===== src/rtl/risc_mc_core_if.sv =====
// Memory-side bus of risc_mc_core: instruction fetch port and data port.
// Both ports use the same req/ready handshake. A transfer completes on
// any cycle where req and ready are both high. The requester holds req and
// every request field (addr, we, wdata) stable until that cycle. Ready may
// rise in the same cycle as req (zero wait) and is ignored while req is low.
// Read data (imem_data, dmem_rdata) is sampled in the completing cycle.
interface risc_mc_core_if #(
    parameter int DATA_W = 8,
    parameter int REG_AW = 4,
    parameter int PC_W   = 6
);
    localparam int INSTR_W = 5 + 3 * REG_AW;

    // Instruction fetch port
    logic               imem_req;
    logic [PC_W-1:0]    imem_addr;
    logic               imem_ready;
    logic [INSTR_W-1:0] imem_data;

    // Data load/store port
    logic               dmem_req;
    logic               dmem_we;
    logic [DATA_W-1:0]  dmem_addr;
    logic [DATA_W-1:0]  dmem_wdata;
    logic               dmem_ready;
    logic [DATA_W-1:0]  dmem_rdata;

    // Core side
    modport master (
        output imem_req,
        output imem_addr,
        input  imem_ready,
        input  imem_data,
        output dmem_req,
        output dmem_we,
        output dmem_addr,
        output dmem_wdata,
        input  dmem_ready,
        input  dmem_rdata
    );

    // Memory side
    modport slave (
        input  imem_req,
        input  imem_addr,
        output imem_ready,
        output imem_data,
        input  dmem_req,
        input  dmem_we,
        input  dmem_addr,
        input  dmem_wdata,
        output dmem_ready,
        output dmem_rdata
    );
endinterface


===== src/rtl/risc_mc_core.sv =====
// risc_mc_core: multicycle RISC core (PC, register file, ALU, controller).
// Instruction flow: FETCH -> DECODE -> EXECUTE -> (MEM) -> WRITEBACK, with an
// absorbing HALT state. R0 is hardwired to zero. dbg_state exposes the FSM.
// Optional feature macro: RISC_MC_ILLEGAL_TRAP_EN -- when defined, an
// undefined opcode halts the core and raises the trap output; otherwise
// undefined opcodes execute as NOPs.
module risc_mc_core #(
    parameter int DATA_W = 8,
    parameter int REG_AW = 4,
    parameter int PC_W   = 6
) (
    input  logic                 clk,
    input  logic                 rst,
    risc_mc_core_if.master       bus,
    output logic                 halted,
    input  logic [REG_AW-1:0]    dbg_sel,
    output logic [DATA_W-1:0]    dbg_data,
    output logic [2:0]           dbg_state
`ifdef RISC_MC_ILLEGAL_TRAP_EN
    ,
    output logic                 trap
`endif
);

    localparam int INSTR_W = 5 + 3 * REG_AW;
    localparam int IMM_W   = 2 * REG_AW;
    localparam int NREGS   = 2 ** REG_AW;

    localparam logic [4:0] OP_ADD  = 5'd0;
    localparam logic [4:0] OP_SUB  = 5'd1;
    localparam logic [4:0] OP_AND  = 5'd2;
    localparam logic [4:0] OP_OR   = 5'd3;
    localparam logic [4:0] OP_XOR  = 5'd4;
    localparam logic [4:0] OP_ADDI = 5'd5;
    localparam logic [4:0] OP_LDI  = 5'd6;
    localparam logic [4:0] OP_LD   = 5'd7;
    localparam logic [4:0] OP_ST   = 5'd8;
    localparam logic [4:0] OP_BEQZ = 5'd9;
    localparam logic [4:0] OP_JMP  = 5'd10;
    localparam logic [4:0] OP_HALT = 5'd31;

    typedef enum logic [2:0] {
        S_FETCH     = 3'd0,
        S_DECODE    = 3'd1,
        S_EXECUTE   = 3'd2,
        S_MEM       = 3'd3,
        S_WRITEBACK = 3'd4,
        S_HALT      = 3'd5
    } state_t;

    state_t              state;
    state_t              state_nxt;

    // Architectural state
    logic [PC_W-1:0]     pc;
    logic [DATA_W-1:0]   regs [NREGS];

    // Pipeline-style holding registers between the multicycle steps
    logic [INSTR_W-1:0]  ir;
    logic [DATA_W-1:0]   op_a;        // R[rs1]
    logic [DATA_W-1:0]   op_b;        // R[rs2]
    logic [DATA_W-1:0]   op_d;        // R[rd]
    logic [DATA_W-1:0]   res_q;       // ALU result, replaced by load data
    logic [PC_W-1:0]     npc_q;
    logic                wb_en_q;
    logic [DATA_W-1:0]   maddr_q;
    logic [DATA_W-1:0]   mwdata_q;
    logic                mwe_q;

    // Instruction fields
    logic [4:0]          opcode;
    logic [REG_AW-1:0]   rd;
    logic [REG_AW-1:0]   rs1;
    logic [REG_AW-1:0]   rs2;
    logic [IMM_W-1:0]    imm;
    logic [DATA_W-1:0]   imm_data;
    logic [PC_W-1:0]     imm_pc;

    // EXECUTE-step combinational results
    logic [DATA_W-1:0]   exe_res;
    logic [PC_W-1:0]     exe_npc;
    logic                exe_wb;
    logic                exe_mem;
    logic                exe_we;
    logic                exe_halt;
`ifdef RISC_MC_ILLEGAL_TRAP_EN
    logic                exe_illegal;
    logic                trap_q;
`endif

    // FSM outputs before reset gating
    logic                imem_req_c;
    logic                dmem_req_c;

    assign opcode   = ir[INSTR_W-1 -: 5];
    assign rd       = ir[3*REG_AW-1 -: REG_AW];
    assign rs1      = ir[2*REG_AW-1 -: REG_AW];
    assign rs2      = ir[REG_AW-1:0];
    assign imm      = ir[IMM_W-1:0];
    // Data immediates are zero-extended, branch immediates sign-extended;
    // both truncate when the target is narrower.
    assign imm_data = DATA_W'(imm);
    assign imm_pc   = PC_W'($signed(imm));

    // State register
    always_ff @(posedge clk or posedge rst) begin
        if (rst) begin
            state <= S_FETCH;
        end else begin
            state <= state_nxt;
        end
    end

    // Next-state logic and request strobes
    always_comb begin
        state_nxt  = state;
        imem_req_c = 1'b0;
        dmem_req_c = 1'b0;
        case (state)
            S_FETCH: begin
                imem_req_c = 1'b1;
                if (bus.imem_ready) begin
                    state_nxt = S_DECODE;
                end
            end
            S_DECODE: begin
                state_nxt = S_EXECUTE;
            end
            S_EXECUTE: begin
                if (exe_halt) begin
                    state_nxt = S_HALT;
`ifdef RISC_MC_ILLEGAL_TRAP_EN
                end else if (exe_illegal) begin
                    state_nxt = S_HALT;
`endif
                end else if (exe_mem) begin
                    state_nxt = S_MEM;
                end else begin
                    state_nxt = S_WRITEBACK;
                end
            end
            S_MEM: begin
                dmem_req_c = 1'b1;
                if (bus.dmem_ready) begin
                    state_nxt = S_WRITEBACK;
                end
            end
            S_WRITEBACK: begin
                state_nxt = S_FETCH;
            end
            S_HALT: begin
                state_nxt = S_HALT;
            end
            default: begin
                state_nxt = S_FETCH;
            end
        endcase
    end

    // Opcode decode and ALU for the EXECUTE step
    always_comb begin
        exe_res  = '0;
        exe_npc  = pc + PC_W'(1);
        exe_wb   = 1'b0;
        exe_mem  = 1'b0;
        exe_we   = 1'b0;
        exe_halt = 1'b0;
`ifdef RISC_MC_ILLEGAL_TRAP_EN
        exe_illegal = 1'b0;
`endif
        case (opcode)
            OP_ADD:  begin exe_res = op_a + op_b;     exe_wb = 1'b1; end
            OP_SUB:  begin exe_res = op_a - op_b;     exe_wb = 1'b1; end
            OP_AND:  begin exe_res = op_a & op_b;     exe_wb = 1'b1; end
            OP_OR:   begin exe_res = op_a | op_b;     exe_wb = 1'b1; end
            OP_XOR:  begin exe_res = op_a ^ op_b;     exe_wb = 1'b1; end
            OP_ADDI: begin exe_res = op_d + imm_data; exe_wb = 1'b1; end
            OP_LDI:  begin exe_res = imm_data;        exe_wb = 1'b1; end
            OP_LD:   begin exe_mem = 1'b1;            exe_wb = 1'b1; end
            OP_ST:   begin exe_mem = 1'b1;            exe_we = 1'b1; end
            OP_BEQZ: begin
                if (op_d == '0) begin
                    exe_npc = pc + imm_pc;
                end
            end
            OP_JMP:  begin exe_npc = imm_pc; end
            OP_HALT: begin exe_halt = 1'b1; end
            default: begin
`ifdef RISC_MC_ILLEGAL_TRAP_EN
                exe_illegal = 1'b1;
`endif
            end
        endcase
    end

    // Instruction register: captured when the fetch handshake completes
    always_ff @(posedge clk or posedge rst) begin
        if (rst) begin
            ir <= '0;
        end else if (state == S_FETCH && bus.imem_ready) begin
            ir <= bus.imem_data;
        end
    end

    // Operand registers: register file read during DECODE
    always_ff @(posedge clk or posedge rst) begin
        if (rst) begin
            op_a <= '0;
            op_b <= '0;
            op_d <= '0;
        end else if (state == S_DECODE) begin
            op_a <= regs[rs1];
            op_b <= regs[rs2];
            op_d <= regs[rd];
        end
    end

    // EXECUTE results and memory request fields; load data lands in res_q
    always_ff @(posedge clk or posedge rst) begin
        if (rst) begin
            res_q    <= '0;
            npc_q    <= '0;
            wb_en_q  <= 1'b0;
            maddr_q  <= '0;
            mwdata_q <= '0;
            mwe_q    <= 1'b0;
        end else if (state == S_EXECUTE) begin
            res_q    <= exe_res;
            npc_q    <= exe_npc;
            wb_en_q  <= exe_wb;
            maddr_q  <= op_a;
            mwdata_q <= op_d;
            mwe_q    <= exe_we;
        end else if (state == S_MEM && bus.dmem_ready && !mwe_q) begin
            res_q    <= bus.dmem_rdata;
        end
    end

    // PC and register file update in WRITEBACK; writes to R0 are dropped
    always_ff @(posedge clk or posedge rst) begin
        if (rst) begin
            pc <= '0;
            for (int i = 0; i < NREGS; i++) begin
                regs[i] <= '0;
            end
        end else if (state == S_WRITEBACK) begin
            pc <= npc_q;
            if (wb_en_q && rd != '0) begin
                regs[rd] <= res_q;
            end
        end
    end

`ifdef RISC_MC_ILLEGAL_TRAP_EN
    // Sticky trap flag: set when an undefined opcode reaches EXECUTE
    always_ff @(posedge clk or posedge rst) begin
        if (rst) begin
            trap_q <= 1'b0;
        end else if (state == S_EXECUTE && exe_illegal) begin
            trap_q <= 1'b1;
        end
    end

    assign trap = trap_q;
`endif

    // Debug register read port: R0 always reads as zero
    always_comb begin
        dbg_data = '0;
        if (dbg_sel != '0) begin
            dbg_data = regs[dbg_sel];
        end
    end

    // Requests are masked by rst so they drop the moment reset asserts.
    assign bus.imem_req   = imem_req_c & ~rst;
    assign bus.imem_addr  = pc;
    assign bus.dmem_req   = dmem_req_c & ~rst;
    assign bus.dmem_we    = dmem_req_c & mwe_q & ~rst;
    assign bus.dmem_addr  = maddr_q;
    assign bus.dmem_wdata = mwdata_q;

    assign halted    = (state == S_HALT);
    assign dbg_state = state;

endmodule


===== src/flat_wrapper.sv =====
// flat-port wrapper written by rule: the top's interface ports become plain ports
module risc_mc_core_flat 
#(
    parameter int DATA_W = 8,
    parameter int REG_AW = 4,
    parameter int PC_W   = 6
)
  (clk, rst, halted, dbg_sel, dbg_data, dbg_state, bus_imem_req, bus_imem_addr, bus_imem_ready, bus_imem_data, bus_dmem_req, bus_dmem_we, bus_dmem_addr, bus_dmem_wdata, bus_dmem_ready, bus_dmem_rdata);
  risc_mc_core_if #(.DATA_W(DATA_W), .REG_AW(REG_AW), .PC_W(PC_W)) bus_i ();
  input  logic clk;
  input  logic rst;
  output logic halted;
  input  logic [REG_AW-1:0] dbg_sel;
  output logic [DATA_W-1:0] dbg_data;
  output logic [2:0] dbg_state;
  output wire logic [$bits(bus_i.imem_req)-1:0] bus_imem_req;
  output wire logic [$bits(bus_i.imem_addr)-1:0] bus_imem_addr;
  input wire logic [$bits(bus_i.imem_ready)-1:0] bus_imem_ready;
  input wire logic [$bits(bus_i.imem_data)-1:0] bus_imem_data;
  output wire logic [$bits(bus_i.dmem_req)-1:0] bus_dmem_req;
  output wire logic [$bits(bus_i.dmem_we)-1:0] bus_dmem_we;
  output wire logic [$bits(bus_i.dmem_addr)-1:0] bus_dmem_addr;
  output wire logic [$bits(bus_i.dmem_wdata)-1:0] bus_dmem_wdata;
  input wire logic [$bits(bus_i.dmem_ready)-1:0] bus_dmem_ready;
  input wire logic [$bits(bus_i.dmem_rdata)-1:0] bus_dmem_rdata;
  assign bus_imem_req = bus_i.imem_req;
  assign bus_imem_addr = bus_i.imem_addr;
  assign bus_i.imem_ready = bus_imem_ready;
  assign bus_i.imem_data = bus_imem_data;
  assign bus_dmem_req = bus_i.dmem_req;
  assign bus_dmem_we = bus_i.dmem_we;
  assign bus_dmem_addr = bus_i.dmem_addr;
  assign bus_dmem_wdata = bus_i.dmem_wdata;
  assign bus_i.dmem_ready = bus_dmem_ready;
  assign bus_i.dmem_rdata = bus_dmem_rdata;
  risc_mc_core #(.DATA_W(DATA_W), .REG_AW(REG_AW), .PC_W(PC_W)) u_core (.clk(clk), .rst(rst), .bus(bus_i), .halted(halted), .dbg_sel(dbg_sel), .dbg_data(dbg_data), .dbg_state(dbg_state));
endmodule

===== config.mk =====
export PLATFORM = sky130hd
export DESIGN_NAME = risc_mc_core_flat
export DESIGN_NICKNAME = d
export VERILOG_FILES = /design/src/rtl/risc_mc_core_if.sv /design/src/rtl/risc_mc_core.sv /design/src/flat_wrapper.sv
export SDC_FILE = /design/constraint.sdc
export NUM_CORES = 1
export LEC_CHECK = 0
export ABC_AREA = 1
export CORE_MARGIN = 1
export CORE_UTILIZATION = 39
export DETAILED_ROUTE_END_ITERATION = 16
export PLACE_DENSITY_LB_ADDON = 0.08
export SLEW_MARGIN = 20
export SYNTH_ARGS = -nofsm -noshare
export SYNTH_HDL_FRONTEND = slang
export SYNTH_SLANG_ARGS = --single-unit

===== constraint.sdc =====
create_clock -name clk -period 8.25 [get_ports clk]
set_clock_uncertainty 0.1 [all_clocks]
set_input_delay 0.825 -clock clk [delete_from_list [all_inputs] [get_ports clk]]
set_output_delay 0.825 -clock clk [all_outputs]
set_load 0.02 [all_outputs]

---- Word-level counts from Yosys, hierarchy flattened ----
Index checks and enable logic that the tools add are counted.
storage, ports and cells
  register bits ........................... 210
  input bits .............................. 33
  output and inout port bits .............. 37
  logic and storage cells ................. 116
cells by class
  add/sub/neg operators ................... 5
  $lt $le $gt $ge ......................... 5
  equality and inequality tests ........... 18
  multiplexer cells ....................... 32
  bitwise logic cells ..................... 12
  reduce and logical (&&, ||, !) cells .... 16
operators by type and width
  cell                                                             count
  8-bit binary-select mux with 4-bit select                        4
  128-bit bitwise mux                                              1
  8-bit 2-to-1 mux                                                 12
  8-bit one-hot mux with 7 select lines                            1
  8-bit demux with 4-bit select                                    1
  5-bit by 3-bit == test with 1-bit output, second input constant  4
  5-bit >= comparator, second input constant                       4
  4-bit inverter with 5-bit output                                 4
  8-bit adder                                                      2
  5-bit by 4-bit == test with 1-bit output, second input constant  3
  3-bit one-hot mux with 5 select lines                            1
  3-bit 2-to-1 mux                                                 4
  6-bit one-hot mux with 2 select lines                            1
  5-bit by 2-bit == test with 1-bit output, second input constant  2
  8-bit AND                                                        1
  8-bit logical NOT                                                1
  8-bit OR                                                         1
  4-bit nonzero test                                               2
  8-bit OR reduction                                               1
  8-bit subtractor                                                 1
  8-bit XOR                                                        1
  6-bit by 1-bit adder with 6-bit output, second input constant    1
  6-bit adder                                                      1
  3-bit by 2-bit == test with 1-bit output, second input constant  2
  17 further kinds                                                 32

---- Longest topological paths before layout ----
  word-level depth ........................ 6
  mapped depth ............................ 18
  gate-level depth less buffers ........... 18

---- Worst setup path after synthesis ----
No wires, ideal clock.
  path kind ............................... input to output
  from .................................... in dbg_sel[0]
  to ...................................... out dbg_data[1]
  data arrival time ....................... 2.127 ns
  data required time ...................... 7.325 ns
  slack ................................... 5.198 ns
  stages .................................. 9
  buffers on the path ..................... 3
  cells stage by stage .................... buf_2 > inv_2 > buf_2 > buf_1 > a21oi_1 > o21ai_0 > o21ai_1 > nand2_1 > a31oi_1
on the way
  word-level cells in the longest chain between the ends .. 5
  elaborated cells between the ends (all ways) .. 6
  those cells by class .................... mux: 4; bitwise: 1; reduce/logical: 1
ends and longest elaborated chain
  what                                                    line                 text
  start, declared                                         flat_wrapper.sv:13   input logic [REG_AW-1:0] dbg_sel;
  4-bit inverter with 5-bit output (not written as such)  risc_mc_core.sv:271  dbg_data = regs[dbg_sel];
  8-bit binary-select mux with 4-bit select               risc_mc_core.sv:271
  8-bit 2-to-1 mux (not written as such) (2 in a row)     risc_mc_core.sv:271
  8-bit 2-to-1 mux (*)                                    risc_mc_core.sv:270  if (dbg_sel != '0) begin
  end, declared                                           flat_wrapper.sv:14   output logic [DATA_W-1:0] dbg_data;
Mark *: on every way between the ends. The rest lies on a longest branch, timed or not. The select of a mux whose other input is x is not followed.

---- Worst setup path in the final report ----
  from .................................... in dbg_sel[0]
  to ...................................... out dbg_data[3]
The elaborated chain is that of the path after synthesis.

==> impl_metrics.env <==
export IMPL_status="completed"
export IMPL_intPower_w=0.002963
export IMPL_async_reset_ff_share_pct=100.0
export IMPL_start_util_pct=40.01
export IMPL_crit_fanout=85
export IMPL_cts_tree="yes"
export IMPL_numCtsBuffers=26
export IMPL_critPathMaxStageDelay_ns=0.86
export IMPL_clk_pin_slew_worst_paths_ns=0.06
export IMPL_grt_start_max_net_pins=142
export IMPL_setup_viol=0
export IMPL_num_io_pins=70
export IMPL_area_growth_syn_to_layout_pct=12.20
export IMPL_powerDensity_mw_per_mm2=385.1
export IMPL_crit_required_ns=7.32
export IMPL_antenna_found_initial=0
export IMPL_power_share_sequential_pct=29.6
export IMPL_totalWireLength_um=55250
export IMPL_wire_per_inst_um=22.89
export IMPL_drv_cap=0
export IMPL_synth_edf_count=0
export IMPL_synth_nets=2026
export IMPL_avgSynthCellArea_um2=7.129
export IMPL_cp_start_kind="input port"
export IMPL_ant_nets=0
export IMPL_leakagePower_nw=6.828
export IMPL_post_cts_resized=0
export IMPL_cts_setup_buffers=0
export IMPL_seq_area_frac_synth_pct=37.75
export IMPL_dp_hpwl_um=37780
export IMPL_fin_nets=2014
export IMPL_crit_chain="clkdlybuf4s50_1 -> buf_4 -> clkinv_2 -> a21oi_1 -> o21ai_0 -> nand3_1 -> nand3_1 -> a31oi_1 -> clkdlybuf4s50_1"
export IMPL_portBuffers=69
export IMPL_via_count=14160
export IMPL_placeableCoreArea_mm2=0.03480
export IMPL_fmax_mhz=189.4
export IMPL_insertion_delay_ns=0.56
export IMPL_drt_initial_drc_count=1608
export IMPL_yosysUniqueCellTypes=45
export IMPL_netlist_instances=1953
export IMPL_dieArea_mm2=0.03646
export IMPL_critPathArrivalTime_ns=4.35
export IMPL_drive_above_1_share_pct=4.952
export IMPL_fin_crit_sh_pct=63.98
export IMPL_p_total_w=0.006015
export IMPL_grt_pass1_wl_um=83370
export IMPL_switchingPower_w=0.003052
export IMPL_firstDrtPassIters=8
export IMPL_cts_max_level=1
export IMPL_via_per_inst=5.865
export IMPL_final_hold_viol_count=0
export IMPL_clockPowerShare_pct=18.7
export IMPL_syn_area_mm2=0.01392
export IMPL_crit_path_end_kind="primary output"
export IMPL_yosysWarningCount=0
export IMPL_grt_pass1_vias=12900
export IMPL_post_place_cells=2368
export IMPL_die_w_um=190.9
export IMPL_post_route_util_pct=44.89
export IMPL_combPwrFrac_pct=51.6
export IMPL_clock_sinks=210
export IMPL_min_period_ns=5.279
export IMPL_clockBufferDepth=3
export IMPL_num_antenna_cells=0
export IMPL_dieHeight_um=190.9
export IMPL_crit_path_top_delay_cell="clkinv_2"
export IMPL_swShare_pct=50.74
export IMPL_remaining_drc_errors=0
export IMPL_synth_ff_type="dfrtp_1"
export IMPL_worstMarginPinSlew_ns=1.135
export IMPL_peakVddDrop_uv=250.0
export IMPL_root_buffer="clkbuf_16"
export IMPL_gp_congestion=0.9486
export IMPL_overflow=0
export IMPL_setup_tns_ns=0
export IMPL_hold_path_class="flop to flop"
export IMPL_track_usage_pct=30.50
export IMPL_core_rowCount=68
export IMPL_drv_slew=0
export IMPL_crit_type="input port to primary output"
export IMPL_synth_seq_cells=210
export IMPL_rsz0062_at_grt="no"
export IMPL_cts_hold_buf=0
export IMPL_relSlewSlack_pct=24.10
export IMPL_final_cells=2414
-- critical path: cells and delay by family --
family	cells	cell delay, ns
buffers and inverters	4	2.41
AOI/OAI and AO/OA	3	0.81
and+or+nand+nor	2	0.27
-- cells in the final DEF (no fill, tap or decap), types with 4 or more instances in the layout --
| master | n |
|---|---|
| nand4_1 | 13 |
| nand2_1 | 389 |
| a22oi_1 | 59 |
| xor2_1 | 11 |
| o21ai_1 | 28 |
| clkbuf_8 | 8 |
| clkinv_2 | 6 |
| buf_4 | 20 |
| nand3_1 | 69 |
| o21ai_0 | 362 |
| nor2_2 | 5 |
| inv_2 | 5 |
| o21a_1 | 4 |
| a31oi_1 | 13 |
| clkinv_1 | 4 |
| clkdlybuf4s50_1 | 69 |
| nand2_2 | 9 |
| nor2_1 | 145 |
| a21oi_1 | 183 |
| o22ai_1 | 16 |
| xnor2_1 | 6 |
| clkbuf_1 | 5 |
| clkbuf_16 | 27 |
| nor2_4 | 4 |
| inv_1 | 161 |
| o221ai_1 | 15 |
| o211ai_1 | 42 |
| or2_2 | 4 |
| ha_1 | 37 |
| dfrtp_1 | 210 |
-- registers in the layout, summed over array words and instances, names as in the netlist, 3 cells and up --
signal                 count
u_core.bus.imem_addr       6
u_core.op_a                8
u_core.res_q               8
u_core.regs              128
u_core.op_d                8
u_core.bus.dmem_addr       8
u_core.bus.dmem_wdata      8
u_core.ir                 17
u_core.op_b                8
u_core.npc_q               6
u_core.dbg_state           3
-- power by group through the flow --
stage          combinational [W]  sequential (W)  clock, W
2_1_floorplan            0.00200         0.00166         0
3_3_place_gp             0.00300         0.00177         0
3_5_place_dp             0.00303         0.00178         0
4_1_cts                  0.00305         0.00176   0.00115
5_1_grt                  0.00340         0.00181   0.00118
6_report                 0.00311         0.00178   0.00113
-- final timing paths --
kind / from / endpoint / slack [ns] / cells past startpoint
setup / recovery: dbg_sel[0] / dbg_data[3] / 2.97 / 9
min in group asynchronous: rst / u_core.dbg_state[0] / 0.78 / 2
hold / removal: u_core.regs[123] / u_core.regs[123] / 0.38 / 0
max in group asynchronous: rst / u_core.op_d[3] / 5.86 / 3
setup reg to reg: u_core.ir[2] / u_core.op_b[6] / 4.90 / 5
hold reg to reg: u_core.regs[123] / u_core.regs[123] / 0.38 / 0
-- logic make-up after synthesis --
group	after synthesis	share of synthesized area, %
fa+ha+maj	40	3.757
mux	1	0.08088
simple gates	652	19.56
compound gates	731	29.00
flops	210	37.75
xor+xnor	17	1.069
buf+inv	302	8.789
-- cells in the mapped netlist, types with 3 or more instances --
| master | n | area [um^2] |
|---|---|---|
| fa_1 | 3 | 60.06 |
| o21ai_1 | 28 | 140.1 |
| o22ai_1 | 16 | 100.1 |
| or2_2 | 4 | 25.02 |
| a31oi_1 | 13 | 81.33 |
| o21a_1 | 4 | 30.03 |
| nand2_1 | 389 | 1460 |
| inv_2 | 4 | 15.01 |
| nand3_1 | 69 | 345.3 |
| a21oi_1 | 183 | 915.9 |
| o221ai_1 | 15 | 131.4 |
| xnor2_1 | 6 | 52.55 |
| nor2_2 | 5 | 31.28 |
| inv_1 | 163 | 611.8 |
| buf_2 | 28 | 140.1 |
| clkbuf_1 | 88 | 330.3 |
| dfrtp_1 | 210 | 5255 |
| xor2_1 | 11 | 96.34 |
| nor2_4 | 3 | 33.78 |
| nand4_1 | 13 | 81.33 |
| o31ai_1 | 3 | 22.52 |
| nand2_2 | 9 | 56.30 |
| ha_1 | 37 | 462.9 |
| nor3_1 | 3 | 15.01 |
| o211ai_1 | 42 | 315.3 |
| clkinv_1 | 5 | 18.77 |
| nor2_1 | 146 | 548.0 |
| buf_1 | 5 | 18.77 |
| buf_6 | 6 | 67.56 |
| o21ai_0 | 362 | 1812 |
| a22oi_1 | 59 | 442.9 |
| a21boi_0 | 3 | 22.52 |
-- metal layers --
metal  track usage (%)  vias to the layer above  routed length, um
met2             46.17                      694              23640
li1                  -                     6639                  -
met1             42.81                     6680              24640
met3             4.223                      144               4367
met5                 0                        -                  0
met4             14.28                        0               2597
-- final cells by class --
cell class / count / area, um^2
clock buffers: 40 / 804.5
flip-flops and latches: 210 / 5255
inverters: 173 / 665.6
fillers: 3645 / 19180
clock inverters: 6 / 33.78
repair buffers: 89 / 840.8
multi-input cells: 1441 / 7451
well taps: 455 / 569.3
-- stage by stage --
step	hold slack [ns]	cell area [um^2]	setup slack, ns
2_1_floorplan	0.3691	13920	1.587
6_report	0.3784	15620	2.971
5_1_grt	0.3980	15620	2.650
4_1_cts	0.3774	15610	2.739
3_5_place_dp	0.3628	14780	2.765
3_3_place_gp	0.3656	14780	2.859
Power figures use the tool's default switching activity.
